## src/rtl/fdiv_nr_seq_pkg.sv

```systemverilog
// Shared FP package: FMA opcodes, sequencer states, ftype codes
// and the operand/destination selects used by the NR divider.
package fdiv_nr_seq_pkg;

    typedef enum logic [1:0] {
        OP_MUL   = 2'd0,
        OP_FNMA1 = 2'd1,
        OP_FMA   = 2'd2,
        OP_FMAH  = 2'd3
    } fma_op_e;

    typedef enum logic [1:0] {
        ST_IDLE  = 2'd0,
        ST_ISSUE = 2'd1,
        ST_WAIT  = 2'd2,
        ST_DONE  = 2'd3
    } state_e;

    localparam logic [1:0] FTYPE_SGL = 2'b00;
    localparam logic [1:0] FTYPE_DBL = 2'b01;
    localparam logic [1:0] FTYPE_PS  = 2'b10;

    localparam int CNT_W = 4;

    typedef enum logic [2:0] {
        SRC_ZERO = 3'd0,
        SRC_X    = 3'd1,
        SRC_E    = 3'd2,
        SRC_T    = 3'd3,
        SRC_OPA  = 3'd4,
        SRC_OPB  = 3'd5
    } src_e;

    typedef enum logic [1:0] {
        DST_X   = 2'd0,
        DST_E   = 2'd1,
        DST_T   = 2'd2,
        DST_RES = 2'd3
    } dst_e;

    typedef struct packed {
        logic [67:0] x;
        logic [67:0] e;
        logic [67:0] t;
        logic [67:0] opa;
        logic [67:0] opb;
    } regs_t;

    function automatic logic [67:0] pick(src_e s, regs_t r);
        case (s)
            SRC_X:   return r.x;
            SRC_E:   return r.e;
            SRC_T:   return r.t;
            SRC_OPA: return r.opa;
            SRC_OPB: return r.opb;
            default: return '0;
        endcase
    endfunction

endpackage

```

## src/rtl/fdiv_nr_seq_if.sv

```systemverilog
// Request/response channel between the NR sequencer and the FMA.
interface fdiv_nr_seq_if;

    logic        fma_req;
    logic        fma_gnt;
    logic [1:0]  fma_op;
    logic [67:0] fma_a;
    logic [67:0] fma_b;
    logic [67:0] fma_c;
    logic        fma_vld;
    logic [67:0] fma_res;

    modport master (
        output fma_req, fma_op, fma_a, fma_b, fma_c,
        input  fma_gnt, fma_vld, fma_res
    );

    modport slave (
        input  fma_req, fma_op, fma_a, fma_b, fma_c,
        output fma_gnt, fma_vld, fma_res
    );

endinterface

```

## src/rtl/fdiv_nr_seq_step.sv

```systemverilog
// Iteration/step counters and the op-select table of the NR sequence.
module fdiv_nr_step
    import fdiv_nr_seq_pkg::*;
#(
    parameter int ITER_D = 3,
    parameter int ITER_S = 2
) (
    input  logic       clk,
    input  logic       rst,
    input  logic       load,
    input  logic       advance,
    input  logic       is_sqrt,
    input  logic [1:0] ftype,
    output fma_op_e    op,
    output src_e       sel_a,
    output src_e       sel_b,
    output src_e       sel_c,
    output dst_e       dst,
    output logic       last
);

    logic [1:0]       step;
    logic [CNT_W-1:0] iter;
    logic             iter_end;

    // iter counts remaining iterations; zero means the final multiply
    assign last     = (iter == '0);
    assign iter_end = is_sqrt ? (step == 2'd2) : (step == 2'd1);

    always_ff @(posedge clk) begin
        if (rst) begin
            step <= '0;
            iter <= '0;
        end else if (load) begin
            step <= '0;
            iter <= (ftype == FTYPE_DBL) ? CNT_W'(ITER_D)
                                         : CNT_W'(ITER_S);
        end else if (advance && !last) begin
            if (iter_end) begin
                step <= '0;
                iter <= iter - CNT_W'(1);
            end else begin
                step <= step + 2'd1;
            end
        end
    end

    always_comb begin
        op    = OP_MUL;
        sel_a = SRC_X;
        sel_b = SRC_X;
        sel_c = SRC_ZERO;
        dst   = DST_RES;
        unique case (1'b1)
            last: begin
                sel_a = is_sqrt ? SRC_OPB : SRC_OPA;
            end
            (!last && !is_sqrt && step == 2'd0): begin
                op    = OP_FNMA1;
                sel_a = SRC_OPB;
                dst   = DST_E;
            end
            (!last && !is_sqrt && step == 2'd1): begin
                op    = OP_FMA;
                sel_b = SRC_E;
                sel_c = SRC_X;
                dst   = DST_X;
            end
            (!last && is_sqrt && step == 2'd0): begin
                dst = DST_T;
            end
            (!last && is_sqrt && step == 2'd1): begin
                op    = OP_FNMA1;
                sel_a = SRC_OPB;
                sel_b = SRC_T;
                dst   = DST_E;
            end
            (!last && is_sqrt && step == 2'd2): begin
                op    = OP_FMAH;
                sel_b = SRC_E;
                sel_c = SRC_X;
                dst   = DST_X;
            end
            default: begin
            end
        endcase
    end

endmodule

```

## src/rtl/fdiv_nr_seq.sv

```systemverilog
// Newton-Raphson divide/sqrt sequencer driving a shared FMA.
// Define FDIV_NR_FLUSH_EN to add the flush port and stale-result discard.
module fdiv_nr_seq
    import fdiv_nr_seq_pkg::*;
#(
    parameter int ITER_D = 3,
    parameter int ITER_S = 2
) (
    input  logic                clk,
    input  logic                rst,
    input  logic                start,
    input  logic                is_sqrt,
    input  logic [67:0]         seed,
    input  logic [67:0]         opA,
    input  logic [67:0]         opB,
`ifdef FDIV_NR_FLUSH_EN
    input  logic                flush,
`endif
    fdiv_nr_seq_if.master       fma,
    output logic                busy,
    output logic                done,
    output logic [67:0]         res
);

    state_e  state;
    state_e  state_nxt;
    regs_t   r;
    logic    sqrt_q;
    logic    accept;
    logic    wr;
    logic    cancel;
    logic    discard;
    fma_op_e op_sel;
    src_e    sel_a;
    src_e    sel_b;
    src_e    sel_c;
    dst_e    dst;
    logic    last;

`ifdef FDIV_NR_FLUSH_EN
    logic set_discard;

    assign cancel      = flush;
    // a result already returning this cycle leaves nothing to swallow
    assign set_discard = (state == ST_WAIT) && flush && !fma.fma_vld;

    always_ff @(posedge clk) begin
        if (rst) begin
            discard <= 1'b0;
        end else if (set_discard) begin
            discard <= 1'b1;
        end else if (fma.fma_vld) begin
            discard <= 1'b0;
        end
    end
`else
    assign cancel  = 1'b0;
    assign discard = 1'b0;
`endif

    fdiv_nr_step #(
        .ITER_D (ITER_D),
        .ITER_S (ITER_S)
    ) u_step (
        .clk     (clk),
        .rst     (rst),
        .load    (accept),
        .advance (wr),
        .is_sqrt (sqrt_q),
        .ftype   (seed[67:66]),
        .op      (op_sel),
        .sel_a   (sel_a),
        .sel_b   (sel_b),
        .sel_c   (sel_c),
        .dst     (dst),
        .last    (last)
    );

    always_ff @(posedge clk) begin
        if (rst) begin
            state <= ST_IDLE;
        end else begin
            state <= state_nxt;
        end
    end

    always_comb begin
        state_nxt = state;
        accept    = 1'b0;
        wr        = 1'b0;
        unique case (state)
            ST_IDLE: begin
                if (start && !discard) begin
                    accept    = 1'b1;
                    state_nxt = ST_ISSUE;
                end
            end
            ST_ISSUE: begin
                if (cancel) begin
                    state_nxt = ST_IDLE;
                end else if (fma.fma_gnt) begin
                    state_nxt = ST_WAIT;
                end
            end
            ST_WAIT: begin
                if (cancel) begin
                    state_nxt = ST_IDLE;
                end else if (fma.fma_vld) begin
                    wr        = 1'b1;
                    state_nxt = last ? ST_DONE : ST_ISSUE;
                end
            end
            ST_DONE: begin
                state_nxt = ST_IDLE;
            end
            default: begin
                state_nxt = ST_IDLE;
            end
        endcase
    end

    always_ff @(posedge clk) begin
        if (rst) begin
            r      <= '0;
            sqrt_q <= 1'b0;
            res    <= '0;
        end else begin
            if (accept) begin
                r.x    <= seed;
                r.opa  <= opA;
                r.opb  <= opB;
                sqrt_q <= is_sqrt;
            end
            if (wr) begin
                case (dst)
                    DST_X:   r.x <= fma.fma_res;
                    DST_E:   r.e <= fma.fma_res;
                    DST_T:   r.t <= fma.fma_res;
                    default: res <= fma.fma_res;
                endcase
            end
        end
    end

    always_comb begin
        fma.fma_req = 1'b0;
        fma.fma_op  = 2'd0;
        fma.fma_a   = '0;
        fma.fma_b   = '0;
        fma.fma_c   = '0;
        if (state == ST_ISSUE) begin
            fma.fma_req = 1'b1;
            fma.fma_op  = op_sel;
            fma.fma_a   = pick(sel_a, r);
            fma.fma_b   = pick(sel_b, r);
            fma.fma_c   = pick(sel_c, r);
        end
    end

    assign busy = (state == ST_ISSUE) || (state == ST_WAIT);
    assign done = (state == ST_DONE);

endmodule

```

## src/flat_wrapper.sv

```systemverilog
// flat-port wrapper written by rule: the top's interface ports become plain ports
module fdiv_nr_seq_flat import fdiv_nr_seq_pkg::*;
#(
    parameter int ITER_D = 3,
    parameter int ITER_S = 2
)
  (clk, rst, start, is_sqrt, seed, opA, opB, busy, done, res, fma_fma_req, fma_fma_op, fma_fma_a, fma_fma_b, fma_fma_c, fma_fma_gnt, fma_fma_vld, fma_fma_res);
  fdiv_nr_seq_if fma_i ();
  input  logic clk;
  input  logic rst;
  input  logic start;
  input  logic is_sqrt;
  input  logic [67:0] seed;
  input  logic [67:0] opA;
  input  logic [67:0] opB;
  output logic busy;
  output logic done;
  output logic [67:0] res;
  output wire logic [$bits(fma_i.fma_req)-1:0] fma_fma_req;
  output wire logic [$bits(fma_i.fma_op)-1:0] fma_fma_op;
  output wire logic [$bits(fma_i.fma_a)-1:0] fma_fma_a;
  output wire logic [$bits(fma_i.fma_b)-1:0] fma_fma_b;
  output wire logic [$bits(fma_i.fma_c)-1:0] fma_fma_c;
  input wire logic [$bits(fma_i.fma_gnt)-1:0] fma_fma_gnt;
  input wire logic [$bits(fma_i.fma_vld)-1:0] fma_fma_vld;
  input wire logic [$bits(fma_i.fma_res)-1:0] fma_fma_res;
  assign fma_fma_req = fma_i.fma_req;
  assign fma_fma_op = fma_i.fma_op;
  assign fma_fma_a = fma_i.fma_a;
  assign fma_fma_b = fma_i.fma_b;
  assign fma_fma_c = fma_i.fma_c;
  assign fma_i.fma_gnt = fma_fma_gnt;
  assign fma_i.fma_vld = fma_fma_vld;
  assign fma_i.fma_res = fma_fma_res;
  fdiv_nr_seq #(.ITER_D(ITER_D), .ITER_S(ITER_S)) u_core (.clk(clk), .rst(rst), .start(start), .is_sqrt(is_sqrt), .seed(seed), .opA(opA), .opB(opB), .fma(fma_i), .busy(busy), .done(done), .res(res));
endmodule
```

## config.mk

```make
export PLATFORM = sky130hd
export DESIGN_NAME = fdiv_nr_seq_flat
export DESIGN_NICKNAME = d
export VERILOG_FILES = /design/src/rtl/fdiv_nr_seq_pkg.sv /design/src/rtl/fdiv_nr_seq_if.sv /design/src/rtl/fdiv_nr_seq_step.sv /design/src/rtl/fdiv_nr_seq.sv /design/src/flat_wrapper.sv
export SDC_FILE = /design/constraint.sdc
export NUM_CORES = 1
export LEC_CHECK = 0
export CAP_MARGIN = 40
export CORE_ASPECT_RATIO = 1.25
export CORE_MARGIN = 2
export CORE_UTILIZATION = 29
export CTS_CLUSTER_DIAMETER = 40
export CTS_CLUSTER_SIZE = 30
export DETAILED_ROUTE_END_ITERATION = 12
export PLACE_DENSITY = 0.55
export SYNTH_ARGS = -nofsm -noshare
export SYNTH_HDL_FRONTEND = slang
export SYNTH_SLANG_ARGS = --single-unit
```

## constraint.sdc

```tcl
create_clock -name clk -period 2.75 [get_ports clk]
set_input_delay 0.275 -clock clk [delete_from_list [all_inputs] [get_ports clk]]
set_output_delay 0.275 -clock clk [all_outputs]
set_load 0.02 [all_outputs]
```

==> results.ini, run 1 <==
[critical_path]
crit_path_start_kind = flip-flop
crit_slowest_cell = or3b_4
regToRegStartpoint = u_core.u_step.step[1]
regToRegSetupSlack_ps = 410
critPathKind = reg -> out
r2r_cells = 8
cp_max_fo = 5
endpoint_kind = output pin
path_delay_family = buffers and inverters
critPathMostFrequentCell = buf_6
crit_arrival_ps = 2910
r2r_end = u_core.res[25]
path_buf_inv = 8
crit_chain = inv_2, ha_4, or3b_4, a32oi_4, buf_12, buf_6, buf_4, buf_12, buf_6, buf_6, nand2_1, a21oi_2, buf_6
required_ps = 2480
critPathMaxStageDelay_ps = 430

[synth]
syn_area_per_cell_um2 = 7.518
async_flop_share = 0
synth.distinct_cells = 45
yosysTopAreaCell = dfxtp_1
synth_edf_count = 0
synthTopCellsByArea = dfxtp_1 46%, nand2_1 16%, a21oi_1 11%
ys_warn_count = 0
ys.flop_type = dfxtp_1
synth_cells = 2417
ys_ff_latch = 417
syn_nets = 2705
synth.cell_area_um2 = 18170
yosysTopAreaCellShare = 0.4594
ys_seq_area_frac = 0.4594

[route]
drtPass1Iterations = 6
dr_total_vias = 20375
routed-wl-met3_um = 5791
drcViolationCount = 0
avgViaCountPerCell = 5.195
wl_met2_um = 44050
routedWlPerCell_um = 22.76
routed.top_layer = met5
ant_nets = 0
drt-met1-wl_um = 35520
wl_um = 89260
drtIter0Drc = 1462

[layout]
nFillCells = 6006
mostFrequentLayoutCells = 709 x nand2_1, 413 x dfxtp_1, 353 x a21oi_1, 347 x clkdlybuf4s50_1, 165 x buf_4
final_nets = 3319
final_layout_size_suffix_gt1_frac = 0.2676
fin_util = 0.4902
final_common_cell = nand2_1
syn_to_final_growth_pct = 67.32

[floorplanning]
rows = 102
start_util = 0.2929
coreArea_um2 = 62020
die_y_um = 283.9
fp.dieW_um = 227.9
ios = 555
die-area_um2 = 64690

[sta]
max_freq_mhz = 314.0
hold_viol = 0
finalMaxSlewViolations = 0
final.setup.worst_slack_ps = -435.1
fin_skew_ps = 36.88
finalSetupTns_ps = -39170
rsz0062_at_grt = yes
slew_headroom = 0.5267
setup_viol = 177
min_period_over_period = 1.158
layout_min_cycle_time_ps = 3185
tightest_slew_ps = 709.9

[global_route]
grt_max_degree = 87
grt_pass1_vias = 19581
grt.overflow.total = 0
grt_pass1_wl_um = 123500
track_usage = 0.2455
antenna_found_initial = 12

[status]
status = finished, violations left
failed_checks = negative setup slack

[power_and_ir_drop]
power_leakage_uw = 0.01135
ir_worst_vdd_uv = 528.9
powerDensity_nw_per_um2 = 726.3

[clock_tree]
clkSinkCount = 417
cts_tree = built
htreeDepth = 2
path_clk_slew_ps = 60
root_buffer = clkbuf_16
cts_hold_buf = 0
cts.path.max_buffers = 3
cts_buffers = 60
clk_latency_ps = 630

[hold_path]
hold_path_class = in -> reg
hold_start = rst
hold_end = u_core.state[1]
worstHoldPathCells = 2

[placed_design]
dp_hpwl_um = 53070
port-buffer-count = 554
place_congestion = 0.8696

[job]
cap_violations = 0

==> registers in the layout (all words and copies together) (netlist names) <==
register            count
u_core.r              340
u_core.res             68
u_core.u_step.iter      4
u_core.state            2
u_core.u_step.step      2
u_core.sqrt_q           1
==> through the flow <==
step	area, um2	instances	total power, uW	setup WS [ps]	hold WS (ps)
floorplan	18170	2417	9833	427.2	407.4
global placement	24930	3667	12320	-214.8	441.4
detailed placement	24930	3667	12370	-185.0	446.7
CTS	27870	3835	21310	-536.3	102.1
global route	30400	3921	22910	-490.3	137.6
finish	30400	3922	22080	-435.1	138.2
==> final cells by class <==
| type | count | area [um2] | area share |
|---|---|---|---|
| clock inverters | 35 | 459.2 | 0.01510 |
| well taps | 832 | 1041 | 0.03424 |
| clock buffers | 75 | 1618 | 0.05321 |
| diodes | 11 | 27.53 | 0.0009054 |
| multi-input cells | 1780 | 10350 | 0.3405 |
| flip-flops and latches | 417 | 8353 | 0.2748 |
| repair buffers | 763 | 8516 | 0.2801 |
| inverters | 9 | 36.28 | 0.001194 |
==> how the worst max path moves through the flow <==
stage / cells past startpoint / from / endpoint
final: 13 / u_core.u_step.iter[0] / fma_fma_a[26]
after global placement: 8 / u_core.u_step.iter[1] / fma_fma_a[57]
after global routing: 12 / u_core.u_step.iter[0] / fma_fma_a[23]
after detailed placement: 8 / u_core.u_step.iter[1] / fma_fma_a[57]
after CTS: 10 / u_core.u_step.iter[1] / fma_fma_b[2]
after floorplan: 9 / u_core.u_step.iter[0] / fma_fma_b[37]
==> power breakdown <==
part | total, uW | switching, uW | internal (uW)
Clock | 8000 | 3060 | 4940
Sequential | 7130 | 517 | 6610
Combinational | 6950 | 3950 | 3000
==> cell usage after synthesis, types with 3 or more instances <==
library cell / n
a211oi_1: 71
a21oi_1: 414
a22oi_1: 68
and2_1: 70
buf_1: 4
buf_2: 50
buf_4: 20
clkbuf_1: 137
dfxtp_1: 417
ha_1: 10
inv_1: 9
mux2i_1: 69
nand2_1: 756
nand4_1: 3
nor2_1: 141
nor2b_1: 3
nor3_1: 74
o22ai_1: 67
==> layer usage <==
metal	global-route usage	vias up
met4	0.1021	2
met3	0.04793	207
met5	0	-
met2	0.4319	874
met1	0.2909	9867
li1	-	9425
==> kinds of logic after synthesis <==
family,share of synthesized area
AND/OR/NAND/NOR,0.2392
flip-flops,0.4594
adder cells (fa/ha/maj),0.006886
XOR/XNOR,0.001446
buffers and inverters,0.05364
multiplexers,0.03925
AO/OA/AOI/OAI,0.2002
==> repair_timing <==
item / 4_1_cts / 5_1_grt
resized for setup: 704 / 814
setup buffers: 47 / 68
pin swaps: 30 / 134
setup endpoints to repair: 205 / 205
hold endpoints to repair: 0 / 0
cloned: 11 / 24
Power figures use the tool's default switching activity.
==> run 2, diff against run 1 <==
Settings changed: SLEW_MARGIN set to 20.
==> results of run 2 <==
Same layout as run 1: the final DEF is identical, and so are final timing and power.
==> run 3, diff against run 2 <==
Settings changed: CORE_AREA set to 2 2 215 217, CORE_ASPECT_RATIO 1.25 to not set, CORE_MARGIN 2 to not set, CORE_UTILIZATION 29 to not set, DIE_AREA set to 0 0 217 219, PLACE_DENSITY 0.55 to 0.74.
Clock period 2.75 ns to 2.9 ns, I/O delays scaled along.
==> results.ini, run 3 (synthesized netlist as in run 1, its figures left out) <==
[status]
status = finished, violations left
failed_checks = negative setup slack

[route]
wl_um = 81820  ; -8.3%
avgViaCountPerCell = 5.699  ; +9.7%
drtPass1Iterations = 6  ; unchanged
drcViolationCount = 0  ; unchanged
dr_total_vias = 20744  ; +1.8%
drtIter0Drc = 2025  ; +39%
ant_nets = 0  ; unchanged
routedWlPerCell_um = 22.48  ; -1.2%

[layout]
mostFrequentLayoutCells = 723 x nand2_1, 413 x dfxtp_1, 359 x a21oi_1, 348 x clkdlybuf4s50_1, 173 x buf_4
diodes = 0  ; -11
nFillCells = 3715  ; -38%
final_area_um2 = 28710  ; -5.6%
final_nets = 3275  ; -1.3%
regMostFlops = u_core.r
syn_to_final_growth_pct = 57.99
reg.largest.list = u_core.r x340, u_core.res x68, u_core.u_step.iter x4
largest_reg_flops = 340  ; unchanged
multi_input_area_um2 = 9988  ; -3.5%
final_common_cell = nand2_1
final_layout_size_suffix_gt1_frac = 0.2342  ; -0.03341
regArea_um2 = 8353  ; unchanged

[placed_design]
place_congestion = 0.9321  ; +7.2%
port-buffer-count = 554  ; unchanged
dp_hpwl_um = 49900  ; -6.0%
postPlaceCellArea_um2 = 24650  ; -1.1%

[critical_path]
crit_slowest_cell = or3b_4
crit_path_start_kind = flip-flop
required_ps = 2610  ; +130 ps
crit_arrival_ps = 2880  ; -30 ps
critPathMostFrequentCell = buf_6
cp_max_fo = 8  ; +3
crit_chain = inv_2, ha_4, or3b_4, buf_6, a32oi_4, buf_6, buf_6, buf_8, buf_16, buf_6, nand2_2, a21oi_2, buf_4
endpoint_kind = output pin
critPathKind = reg -> out
critPathMaxStageDelay_ps = 400  ; -30 ps

[power_and_ir_drop]
p_sw_frac = 0.3455  ; +0.004833
ir_worst_vdd_uv = 457.7  ; -13%
power_leakage_uw = 0.01071  ; -5.7%
pwr-share-seq = 0.325  ; +0.002
powerDensity_nw_per_um2 = 728.3  ; +0.28%
power_frac_comb = 0.309  ; -0.006
switchingPower_uw = 7223  ; -4.0%
pwr-share-clk = 0.366  ; +0.004
internal_power_uw = 13680  ; -6.0%

[sta]
setup_viol = 169  ; -4.5%
layout_min_cycle_time_ps = 3174
finalMaxSlewViolations = 0  ; unchanged
min_period_over_period = 1.094
max_freq_mhz = 315.1
holdWs_ps = 188.1  ; +49.85 ps
slew_headroom = 0.5002  ; -0.02647
fin_skew_ps = 22.37  ; -14.51 ps
rsz0062_at_grt = yes
final.setup.worst_slack_ps = -273.9  ; +161.2 ps
hold_viol = 0  ; unchanged
tightest_slew_ps = 749.6  ; +39.70 ps

[clock_tree]
cts_buffers = 61  ; +1.7%
path_clk_slew_ps = 60  ; about the same
clkSinkCount = 417  ; unchanged
clk_latency_ps = 620  ; about the same
cts.path.max_buffers = 3  ; unchanged
htreeDepth = 2  ; unchanged
cts_tree = built
root_buffer = clkbuf_16

[floorplanning]
coreArea_um2 = 45090  ; -27%
die_y_um = 219  ; -23%
fp.dieW_um = 217  ; -4.8%
start_util = 0.4030  ; +0.1100
ios = 555  ; unchanged
rows = 78  ; -24%
die-area_um2 = 47520  ; -27%

[global_route]
grt.overflow.total = 0  ; unchanged
track_usage = 0.3178  ; +0.07230
antenna_found_initial = 1  ; -11
grt_pass1_vias = 19792  ; +1.1%
grt_pass1_wl_um = 117000  ; -5.2%
grt_max_degree = 95  ; +9.2%

[job]
cap_violations = 0  ; unchanged

[hold_path]
hold_path_class = in -> reg

## run 3: worst max-delay path: cells and delay by family, from the launching register on
| family | cells | cell delay (ps) |
|---|---|---|
| AOI/OAI and AO/OA | 2 | 330 |
| adders and majority gates | 1 | 130 |
| buffers and inverters | 8 | 1020 |
| DFF | 1 | 330 |
| and+or+nand+nor | 2 | 460 |
## run 3: metrics by stage
step	utilization	power, uW	setup WS (ps)	setup TNS, ps	instances
floorplan	-	9325	562.2	0	2417
global route	0.6367	21520	-367.6	-31980	3640
detailed placement	0.5468	11610	-42.32	-125.3	3438
global placement	0.5468	11530	-16.29	-16.29	3438
finish	0.6367	20910	-273.9	-20860	3640
CTS	0.6216	20540	-349.2	-27070	3625
## run 3: routing by layer
layer / wire [um] / up-vias / part of all wire / GRT usage
li1: - / 9346 / - / -
met2: 38350 / 1264 / 0.47 / 0.5229
met4: 4047 / 0 / 0.049 / 0.1591
met5: 0 / - / 0 / 0
met3: 7889 / 225 / 0.096 / 0.07138
met1: 31540 / 9909 / 0.39 / 0.3917
## run 3: path summary, 6_finish.rpt
path | cells past startpoint | to | slack, ps | start
hold / removal | 2 | u_core.res[43] | 190 | rst
setup reg to reg | 10 | u_core.r[183] | 490 | u_core.u_step.iter[0]
hold reg to reg | 2 | u_core.res[37] | 460 | u_core.res[37]
setup / recovery | 13 | fma_fma_a[14] | -270 | u_core.u_step.iter[0]
## run 3: area by class of cell
type,count,share of cell area
Tap cell,600,0.02615
Clock inverter,38,0.01425
Timing Repair Buffer,719,0.2590
Multi-Input combinational cell,1779,0.3479
Inverter,9,0.001656
Sequential cell,417,0.2910
Clock buffer,78,0.06002
## run 3: power groups by stage
stage	Sequential, uW	Combinational (uW)	Clock, uW
final	6800	6460	7640
after global routing	6830	6760	7930
after CTS	6730	6130	7680
after detailed placement	6820	4790	0
after global placement	6810	4720	0
after floorplan	6690	2630	0
## run 3: repair_timing
item | CTS | global route
endpoints found under the setup margin | 206 | 199
setup buffers | 57 | 18
gates cloned | 15 | 9
hold buffers | 0 | 0
pin swaps | 51 | 94
resized for setup | 966 | 400
